### config.mk
export PLATFORM = sky130hd
export DESIGN_NAME = image_port_arbiter
export DESIGN_NICKNAME = d
export VERILOG_FILES = /design/src/rtl/image_pkg.sv /design/src/rtl/rd_tag_pipe.sv /design/src/rtl/image_port_arbiter.sv
export SDC_FILE = /design/constraint.sdc
export NUM_CORES = 1
export LEC_CHECK = 0
export ABC_AREA = 1
export BUFFER_PORTS_ARGS = -buffer_cell sky130_fd_sc_hd__buf_2
export CORE_MARGIN = 2
export CORE_UTILIZATION = 25
export DETAILED_ROUTE_END_ITERATION = 12
export PLACE_DENSITY_LB_ADDON = 0.12
export REMOVE_ABC_BUFFERS = 1
export SYNTH_ARGS = -nofsm -noshare
export SYNTH_HDL_FRONTEND = slang
export SYNTH_HIERARCHICAL = 1
export SYNTH_SLANG_ARGS = --single-unit
### constraint.sdc
create_clock -name clk -period 1.45 [get_ports clk]
set_input_delay 0.0725 -clock clk [delete_from_list [all_inputs] [get_ports clk]]
set_output_delay 0.0725 -clock clk [all_outputs]
set_load 0.02 [all_outputs]
### src/rtl/image_pkg.sv
// rtl/image_pkg.sv - shared widths, frame limits and access/tag types for the image RAM port
package image_pkg;
    localparam int X_W     = 8;
    localparam int Y_W     = 7;
    localparam int COLOR_W = 3;
    localparam int X_MAX   = 160;
    localparam int Y_MAX   = 120;

    typedef struct packed {
        logic               we;
        logic [X_W-1:0]     x;
        logic [Y_W-1:0]     y;
        logic [COLOR_W-1:0] wd;
    } pix_req_t;

    typedef struct packed {
        logic id;
        logic oob;
    } rd_tag_t;
endpackage

### src/rtl/rd_tag_pipe.sv
// rtl/rd_tag_pipe.sv - fixed-depth shift pipeline of read tags, one valid bit per stage
module rd_tag_pipe
    import image_pkg::*;
#(
    parameter int DEPTH = 2
) (
    input  logic    clk,
    input  logic    resetn,
    input  logic    push,
    input  rd_tag_t tag_in,
    output logic    out_valid,
    output rd_tag_t tag_out
);
    logic [DEPTH-1:0] vld;
    rd_tag_t          stage [DEPTH];

    always_ff @(posedge clk) begin
        if (!resetn) begin
            vld <= '0;
            for (int k = 0; k < DEPTH; k++) stage[k] <= '0;
        end else begin
            vld      <= {vld[DEPTH-2:0], push};
            stage[0] <= tag_in;
            for (int k = 1; k < DEPTH; k++) stage[k] <= stage[k-1];
        end
    end

    assign out_valid = vld[DEPTH-1];
    assign tag_out   = stage[DEPTH-1];
endmodule

### src/rtl/image_port_arbiter.sv
// rtl/image_port_arbiter.sv - round-robin arbiter sharing the image RAM processor port between two requesters
module image_port_arbiter
    import image_pkg::*;
#(
    parameter int RD_LAT = 1,
    parameter int X_MAX  = image_pkg::X_MAX,
    parameter int Y_MAX  = image_pkg::Y_MAX
) (
    input  logic               clk,
    input  logic               resetn,
    input  logic [1:0]         req,
    input  logic [1:0]         we,
    input  logic [X_W-1:0]     x0,
    input  logic [X_W-1:0]     x1,
    input  logic [Y_W-1:0]     y0,
    input  logic [Y_W-1:0]     y1,
    input  logic [COLOR_W-1:0] wd0,
    input  logic [COLOR_W-1:0] wd1,
    output logic [1:0]         gnt,
    output logic [1:0]         rvalid,
    output logic [COLOR_W-1:0] rdata,
    output logic [X_W-1:0]     ram_x,
    output logic [Y_W-1:0]     ram_y,
    output logic [COLOR_W-1:0] ram_din,
    output logic               ram_wren,
    input  logic [COLOR_W-1:0] ram_dout
);
    localparam logic [X_W:0] X_LIM = (X_W+1)'(X_MAX);
    localparam logic [Y_W:0] Y_LIM = (Y_W+1)'(Y_MAX);

    logic     last;
    logic     accept;
    logic     win;
    logic     oob;
    pix_req_t r0, r1, sel;
    logic     tag_valid;
    rd_tag_t  tag_in, tag_out;

    assign r0 = '{we: we[0], x: x0, y: y0, wd: wd0};
    assign r1 = '{we: we[1], x: x1, y: y1, wd: wd1};

    // Contention goes to whoever was not granted last; a lone requester always wins.
    always_comb begin
        gnt = 2'b00;
        if (resetn) begin
            case (req)
                2'b01:   gnt = 2'b01;
                2'b10:   gnt = 2'b10;
                2'b11:   gnt = last ? 2'b01 : 2'b10;
                default: gnt = 2'b00;
            endcase
        end
    end

    assign accept = |gnt;
    assign win    = gnt[1];
    assign sel    = win ? r1 : r0;
    assign oob    = ({1'b0, sel.x} >= X_LIM) || ({1'b0, sel.y} >= Y_LIM);

    always_ff @(posedge clk) begin
        if (!resetn) begin
            last     <= 1'b1;
            ram_x    <= '0;
            ram_y    <= '0;
            ram_din  <= '0;
            ram_wren <= 1'b0;
        end else begin
            ram_wren <= accept & sel.we & ~oob;
            if (accept) begin
                last    <= win;
                ram_x   <= sel.x;
                ram_y   <= sel.y;
                ram_din <= sel.wd;
            end
        end
    end

    // Out-of-range reads still travel the pipe so the requester sees a (zero) response.
    assign tag_in = '{id: win, oob: oob};

    rd_tag_pipe #(.DEPTH(RD_LAT + 1)) u_tag_pipe (
        .clk       (clk),
        .resetn    (resetn),
        .push      (accept & ~sel.we),
        .tag_in    (tag_in),
        .out_valid (tag_valid),
        .tag_out   (tag_out)
    );

    assign rvalid[0] = tag_valid & ~tag_out.id;
    assign rvalid[1] = tag_valid &  tag_out.id;
    assign rdata     = (tag_valid && !tag_out.oob) ? ram_dout : '0;
endmodule
==> metrics.csv, run 1 <==
metric,value,unit
run_status,"finished, final reports clean",
start_kind,flop,
drt_wl_total,3.22,mm
power_density,909,nW/um2
layout_common_cells,"buf_2 (70), nand2_1 (60), inv_1 (38)",
row_count,25,
place_area,1700,um2
crit_fanout,3,
setup_viol,0,
finClkSkew,2.67,ps
hpwl,2.56,mm
fin_crit_sh,0.864,
hold_path_class,in -> reg,
ant_nets,0,
portBuffers,70,
total_power,0.00158,W
grt_max_degree,24,
fp.dieW,75.3,um
clockRootBuffer,clkbuf_8,
num_vias,1314,
layout.nets,304,
areaGrowthSynthToFinish,36.7,%
avgSynthCellArea,6.79,um2
crit_family,simple AND/OR/NAND/NOR gates,
fmax,0.798,GHz
finalMaxSlewViolations,0,
ys_ff_latch,26,
reg2reg_depth,10,
clk_path_buf_depth,2,
cts_resized,0,
r2r_slack,240,ps
grt_pass1_wl,5.10,mm
dieHeight,75.3,um
synth.cell_area,1270,um2
period_minus_slack,1250,ps
holdPathStages,3,
cts_max_level,1,
crit_arrival,1180,ps
layout.cells.most_common,buf_2,
cts_hold_buf,0,
clk_pin_slew,90,ps
hp-start,y0[1],
gr-total-overflow,0,
route.detailed.drc,0,
post-cts-setup-buffer-count,0,
core-area,4820,um2
antenna_found_initial,0,
maxCapViolCount,0,
cp.required,1380,ps
vias_per_cell,4.06,
track_usage,0.118,
fin_setup_tns,0,ps
numCtsBuffers,3,
r2r_start,last,
path_buf_inv,2,
synthDistinctLibCells,19,
ios,71,
cts.sinks,26,
tightest_slew,217,ps
final_hold_viol_count,0,
gp_congestion,0.780,
rsz0062_at_grt,false,
ys_seq_area_frac,0.410,
post-place-ws,251,ps
worst_ir_drop_vdd,0.354,mV
slowest_stage,dfxtp_1,
fillers,562,
r2r-end,u_tag_pipe/stage[0][0],
drive_gt1_frac,0.335,
cp_cell_sequence,"inv_1, or2_2, nor2_1, buf_2",
grt_pass1_vias,1141,
hold_end,ram_y[1],
post-route-util,0.361,
die_area,5670,um2
leakagePower,1.08,nW
drtIter0Drc,47,
max_stage_delay,330,ps
fin_ws,197,ps
cts_tree,built,
drt-pass1-iter-count,4,
syn_inst,187,
slew_headroom,0.856,
final_cell_area,1740,um2
initial_core_util,0.264,
wl_per_cell,9.94,um
worstSetupPathType,reg -> out,
crit_path_end_kind,output pin,
n_antenna_cell,0,
worstSkewPairLatency,260,ps
yosys_warnings,6,
## worst register-to-register path, stage by stage, from the launching register on
cell and delay, ps:
dfxtp_1 380, nand2_2 100, nand2_1 100, buf_4 140
nand2_1 50, nand2_1 70, nand2_1 50, nand2_1 50
nand2_1 70, nand2_1 60, inv_1 30
## per-stage QoR
| step | hold WS, ps | cells |
|---|---|---|
| after global placement | 379 | 321 |
| after detailed placement | 400 | 321 |
| after CTS | 119 | 324 |
| after global routing | 149 | 324 |
| final | 119 | 324 |
| after floorplan | 166 | 176 |
## flip-flops by register name, summed over array words and instances (netlist names)
name / flops
u_tag_pipe/vld: 2
ram_din: 3
u_tag_pipe/stage: 4
last: 1
ram_wren: 1
ram_y: 7
ram_x: 8
## layer usage
layer / track usage / wire length (um) / up-vias
met5: 0 / 0 / -
met4: 0.0234 / 22 / 0
met3: 0.0348 / 190 / 2
met2: 0.217 / 1660 / 31
met1: 0.137 / 1340 / 570
li1: - / - / 711
## where the power goes
part	switching, W	internal, W	total, W	leakage [nW]
Sequential	0.0000265	0.000771	0.000797	0.215
Clock	0.000211	0.000186	0.000396	0.0216
Combinational	0.000227	0.000158	0.000385	0.847
Total	0.000464	0.00111	0.00158	1.08
## synthesized netlist by cell type
| cell | number | share of area |
|---|---|---|
| nand2_1 | 60 | 0.18 |
| inv_1 | 38 | 0.11 |
| dfxtp_1 | 26 | 0.41 |
| o211ai_1 | 17 | 0.10 |
| nand3_1 | 11 | 0.043 |
| nor2_1 | 8 | 0.024 |
| buf_2 | 4 | 0.016 |
| buf_4 | 4 | 0.024 |
| nand3b_1 | 4 | 0.024 |
| o21ai_0 | 3 | 0.012 |
| a21oi_1 | 2 | 0.0079 |
| clkbuf_1 | 2 | 0.0059 |
| nand2_2 | 2 | 0.0099 |
| a21oi_2 | 1 | 0.0069 |
| buf_6 | 1 | 0.0089 |
| inv_2 | 1 | 0.0030 |
| o21bai_1 | 1 | 0.0059 |
| or2_0 | 1 | 0.0049 |
| or2_2 | 1 | 0.0049 |
## worst max-delay path by stage
stage	from	to	slack, ps	cells after the start
final	u_tag_pipe/vld[1]	rdata[2]	200	4
after global routing	last	u_tag_pipe/stage[0][0]	90	10
after CTS	u_tag_pipe/vld[1]	rdata[2]	180	4
after detailed placement	last	u_tag_pipe/stage[0][0]	250	10
after global placement	last	u_tag_pipe/stage[0][0]	270	9
after floorplan	last	u_tag_pipe/stage[0][0]	60	8
## cells by family after synthesis
group | after synthesis | share of synthesized area
buffers and inverters | 50 | 0.169
AO/OA/AOI/OAI | 24 | 0.133
AND/OR/NAND/NOR | 87 | 0.288
flip-flops | 26 | 0.410
## layout make-up
class,count,area (um2),area share
Multi-Input combinational cell,111,534,0.308
Inverter,39,146,0.0843
Tap cell,67,83.8,0.0483
Timing Repair Buffer,78,410,0.236
Sequential cell,26,520,0.300
Clock buffer,3,41.3,0.0238
Note: power is estimated with default switching activity, not from simulation.
==> run 2: changes to the inputs <==
Settings changed: CTS_BUF_LIST set to sky130_fd_sc_hd__clkbuf_16.
==> metrics.csv, run 2 (synthesis gave the netlist of run 1 again) <==
metric,value,unit,change
portBuffers,70,,unchanged
clk_path_buf_depth,2,,unchanged
crit_arrival,1160,ps,-20 ps
regMostFlops,ram_x,,
hold_path_class,in -> reg,,
initial_core_util,0.264,,unchanged
top_layer,met4,,
core-area,4820,um2,unchanged
gp_congestion,0.780,,unchanged
fin_setup_tns,0,ps,unchanged
hpwl,2.56,mm,unchanged
largest_reg_flops,8,,unchanged
tightest_slew,216,ps,-0.731 ps
setup_viol,0,,unchanged
finalMaxSlewViolations,0,,unchanged
start_kind,flop,,
crit_fanout,3,,unchanged
final_hold_viol_count,0,,unchanged
layout_common_cells,"buf_2 (70), nand2_1 (60), inv_1 (38)",,
grt_max_degree,24,,unchanged
drive_gt1_frac,0.335,,unchanged
power_density,1000,nW/um2,+10%
clk_pin_slew,60,ps,-30 ps
route.detailed.drc,0,,unchanged
row_count,25,,unchanged
track_usage,0.118,,-0.000211
largestRegisters,"ram_x (8), ram_y (7), u_tag_pipe/stage (4)",,
worstSetupPathType,reg -> out,,
ant_nets,0,,unchanged
wl_per_cell,9.90,um,-0.34%
worst_hold_slack,132,ps,+12.7 ps
run_status,"finished, final reports clean",,
drt_wl_total,3.21,mm,-0.34%
fp.dieW,75.3,um,unchanged
post-route-util,0.368,,+0.00701
dpl.cell_count,321,,unchanged
vias_per_cell,4.06,,unchanged
gr-total-overflow,0,,unchanged
cts_hold_buf,0,,unchanged
worstSkewPairLatency,250,ps,about the same
wl_met1,1.35,mm,+0.15%
cts_resized,0,,unchanged
fin_crit_sh,0.851,,-0.0133
leakagePower,1.10,nW,+1.4%
drtIter0Drc,55,,+17%
areaGrowthSynthToFinish,39.4,%,
cts_tree,built,,
layout.nets,304,,unchanged
layout.cells.most_common,buf_2,,
clockRootBuffer,clkbuf_16,,
grt_pass1_wl,5.11,mm,+0.14%
wl_met2,1.65,mm,-0.60%
n_antenna_cell,0,,unchanged
maxCapViolCount,0,,unchanged
finClkSkew,1.34,ps,-1.34 ps
fmax,0.811,GHz,+1.6%
post-cts-setup-buffer-count,0,,unchanged
met3_length,186,um,-2.1%
final_cell_area,1770,um2,+1.9%
num_vias,1314,,unchanged
ios,71,,unchanged
rsz0062_at_grt,false,,
grt_pass1_vias,1138,,-0.26%
worst_ir_drop_vdd,0.512,mV,+44%
cts_max_level,1,,unchanged
antenna_found_initial,0,,unchanged
numCtsBuffers,3,,unchanged
cts.sinks,26,,unchanged
cp.required,1380,ps,about the same
die_area,5670,um2,unchanged
dieHeight,75.3,um,unchanged
slew_headroom,0.856,,about the same
stdcell_count,324,,unchanged
crit_path_end_kind,output pin,,
place_area,1700,um2,unchanged
drt-pass1-iter-count,3,,-1
period_minus_slack,1230,ps,-19.3 ps
==> run 2: changes by cell type in the layout (fill, tap and decap cells not counted) <==
cell | before | now
clkbuf_8 | 3 | 0
clkbuf_16 | 0 | 3
==> run 2: metal layers <==
layer	up-vias	global-route usage
li1	714	-
met1	568	0.138
met2	30	0.215
met3	2	0.0348
met4	0	0.0234
met5	-	0
==> run 2: stage by stage <==
stage | setup slack, ps | power, W
after CTS | 204 | 0.00181
after global routing | 91.3 | 0.00188
final | 216 | 0.00177
after global placement | 271 | 0.00121
after floorplan | 62.9 | 0.00103
after detailed placement | 251 | 0.00120
==> run 2: layout make-up <==
cell class              instances  area, um2
inverters                      39        146
multi-input cells             111        534
clock buffers                   3       75.1
well taps                      67       83.8
fillers                       558       3050
flip-flops and latches         26        520
repair buffers                 78        410
==> run 2: worst max-delay path: stages, from the launching register on <==
cell and delay, ps:
dfxtp_1 320, inv_1 50, or2_2 290, nor2_1 90, buf_2 160
==> run 2: path summary, 6_finish.rpt <==
path,from,endpoint,slack (ps),cells past startpoint
worst max-delay path,u_tag_pipe/vld[1],rdata[2],220,4
worst min-delay path,y0[1],ram_y[1],130,3
worst max register to register,last,u_tag_pipe/stage[0][0],250,10
worst min register to register,u_tag_pipe/vld[0],u_tag_pipe/vld[1],410,2
==> run 2: power breakdown <==
group / switching, W / internal, W / leakage (nW) / total, W
registers: 0.0000265 / 0.000772 / 0.215 / 0.000798
clock network: 0.000224 / 0.000365 / 0.0370 / 0.000589
logic: 0.000227 / 0.000158 / 0.847 / 0.000384
==> run 3: changes to the inputs <==
Settings changed: CELL_PAD_IN_SITES_DETAIL_PLACEMENT set to 1, CELL_PAD_IN_SITES_GLOBAL_PLACEMENT set to 1, GPL_TIMING_DRIVEN set to 0.
Clock period 1.45 ns to 1.5 ns, I/O delays scaled along.
==> metrics.csv, run 3 (synthesis gave the netlist of run 1 again) <==
metric,value,unit,change
worstSkewPairLatency,250,ps,about the same
post-route-util,0.367,,about the same
antenna_found_initial,0,,unchanged
finClkSkew,1.99,ps,+0.648 ps
layout.nets,296,,-2.6%
gr-total-overflow,0,,unchanged
dpl.cell_count,313,,-2.5%
fmax,0.754,GHz,
crit_fanout,16,,+13
crit_arrival,1250,ps,+90 ps
place_area,1640,um2,-3.5%
ant_nets,0,,unchanged
wl_per_cell,10.8,um,+8.9%
fillers,661,,+18%
clk_pin_slew,60,ps,about the same
grt_pass1_wl,5.58,mm,+9.3%
drt-pass1-iter-count,4,,+1
rsz0062_at_grt,false,,
start_kind,flop,,
setup_viol,0,,unchanged
vias_per_cell,4.16,,+2.7%
fp.dieW,75.3,um,unchanged
initial_core_util,0.264,,unchanged
cp.required,1420,ps,+40 ps
finalMaxSlewViolations,0,,unchanged
hpwl,2.51,mm,-2.0%
clockRootBuffer,clkbuf_16,,
cts.sinks,26,,unchanged
holdPathStages,3,,unchanged
worstSetupPathType,reg -> out,,
numCtsBuffers,3,,unchanged
num_vias,1320,,+0.46%
regMostFlops,ram_x,,
layout.cells.most_common,buf_2,,
final_hold_viol_count,0,,unchanged
gp_congestion,0.740,,-5.0%
grt_pass1_vias,1262,,+11%
ios,71,,unchanged
fin_setup_tns,0,ps,unchanged
leakagePower,1.08,nW,-1.8%
track_usage,0.127,,+0.00897
run_status,"finished, final reports clean",,
drt_wl_total,3.42,mm,+6.5%
dieHeight,75.3,um,unchanged
n_antenna_cell,0,,unchanged
reg2reg_depth,8,,-2
grt_max_degree,39,,+63%
worst_ir_drop_vdd,0.812,mV,+59%
final_cell_area,1770,um2,about the same
power_density,1070,nW/um2,+7.2%
areaGrowthSynthToFinish,39.3,%,about the same
layout_common_cells,"buf_2 (69), nand2_1 (58), inv_1 (38)",,
cts_tree,built,,
fin_ws,174,ps,-42.9 ps
stdcell_count,317,,-2.2%
core-area,4820,um2,unchanged
portBuffers,70,,unchanged
row_count,25,,unchanged
maxCapViolCount,0,,unchanged
cts_max_level,1,,unchanged
tightest_slew,673,ps,+456 ps
clk_path_buf_depth,2,,unchanged
drtIter0Drc,57,,+3.6%
largestRegisters,"ram_x (8), ram_y (7), u_tag_pipe/stage (4)",,
largest_reg_flops,8,,unchanged
hold_path_class,in -> reg,,
route.detailed.drc,0,,unchanged
fin_crit_sh,0.884,,
drive_gt1_frac,0.324,,-0.0106
r2r_slack,200,ps,-50 ps
period_minus_slack,1330,ps,
cts_hold_buf,0,,unchanged
crit_path_end_kind,output pin,,
slew_headroom,0.550,,-0.306
die_area,5670,um2,unchanged
post-place-ws,-638,ps,-889 ps
run 3: cell count changes in the layout (fill, tap and decap cells not counted):
| cell | change |
|---|---|
| buf_2 | -1 |
| nand2_1 | -2 |
| nand2_2 | +1 |
| a21oi_2 | -1 |
| nand2_8 | +1 |
| buf_4 | -7 |
| a21oi_4 | +1 |
| bufinv_16 | +1 |
run 3: through the flow:
stage          hold WS [ps]  total power, W
2_1_floorplan           168        0.000994
3_3_place_gp            394         0.00115
3_5_place_dp            404         0.00115
4_1_cts                 141         0.00194
5_1_grt                 173         0.00200
6_report                144         0.00190
run 3: where the power goes:
group | leakage (nW) | switching [W] | internal [W]
Sequential | 0.215 | 0.0000268 | 0.000746
Clock | 0.0511 | 0.000230 | 0.000530
Combinational | 0.813 | 0.000225 | 0.000140
Total | 1.08 | 0.000482 | 0.00142
run 3: worst max-delay path, cell delays in order (launching register included):
cell	delay, ps
dfxtp_1	350
a21oi_4	390
buf_2	250
run 3: per-layer routing:
layer  wire, um  GRT usage
met1       1560      0.156
met2       1650      0.225
met3        187     0.0348
met4         22     0.0234
met5          0          0
run 3: worst paths after layout:
kind / from / to
hold reg to reg: u_tag_pipe/stage[0][0] / u_tag_pipe/stage[0][2]
hold / removal: y0[1] / ram_y[1]
setup reg to reg: last / u_tag_pipe/stage[0][0]
setup / recovery: last / gnt[1]
run 3: cell type report:
type                    count  area [um2]  share of cell area
well taps                  67        83.8              0.0474
clock buffers               3        75.1              0.0424
inverters                  39         146              0.0827
flip-flops and latches     26         520               0.294
multi-input cells         111         561               0.317
clock inverters             1        30.0              0.0170
repair buffers             70         353               0.199
run 3: repair_timing:
| action | in CTS | in global routing |
|---|---|---|
| cloned | 0 | 0 |
| pin swaps | 0 | 0 |
| endpoints found under the setup margin | 23 | 8 |
| gates resized for setup | 4 | 2 |
| buffers inserted | 0 | 0 |
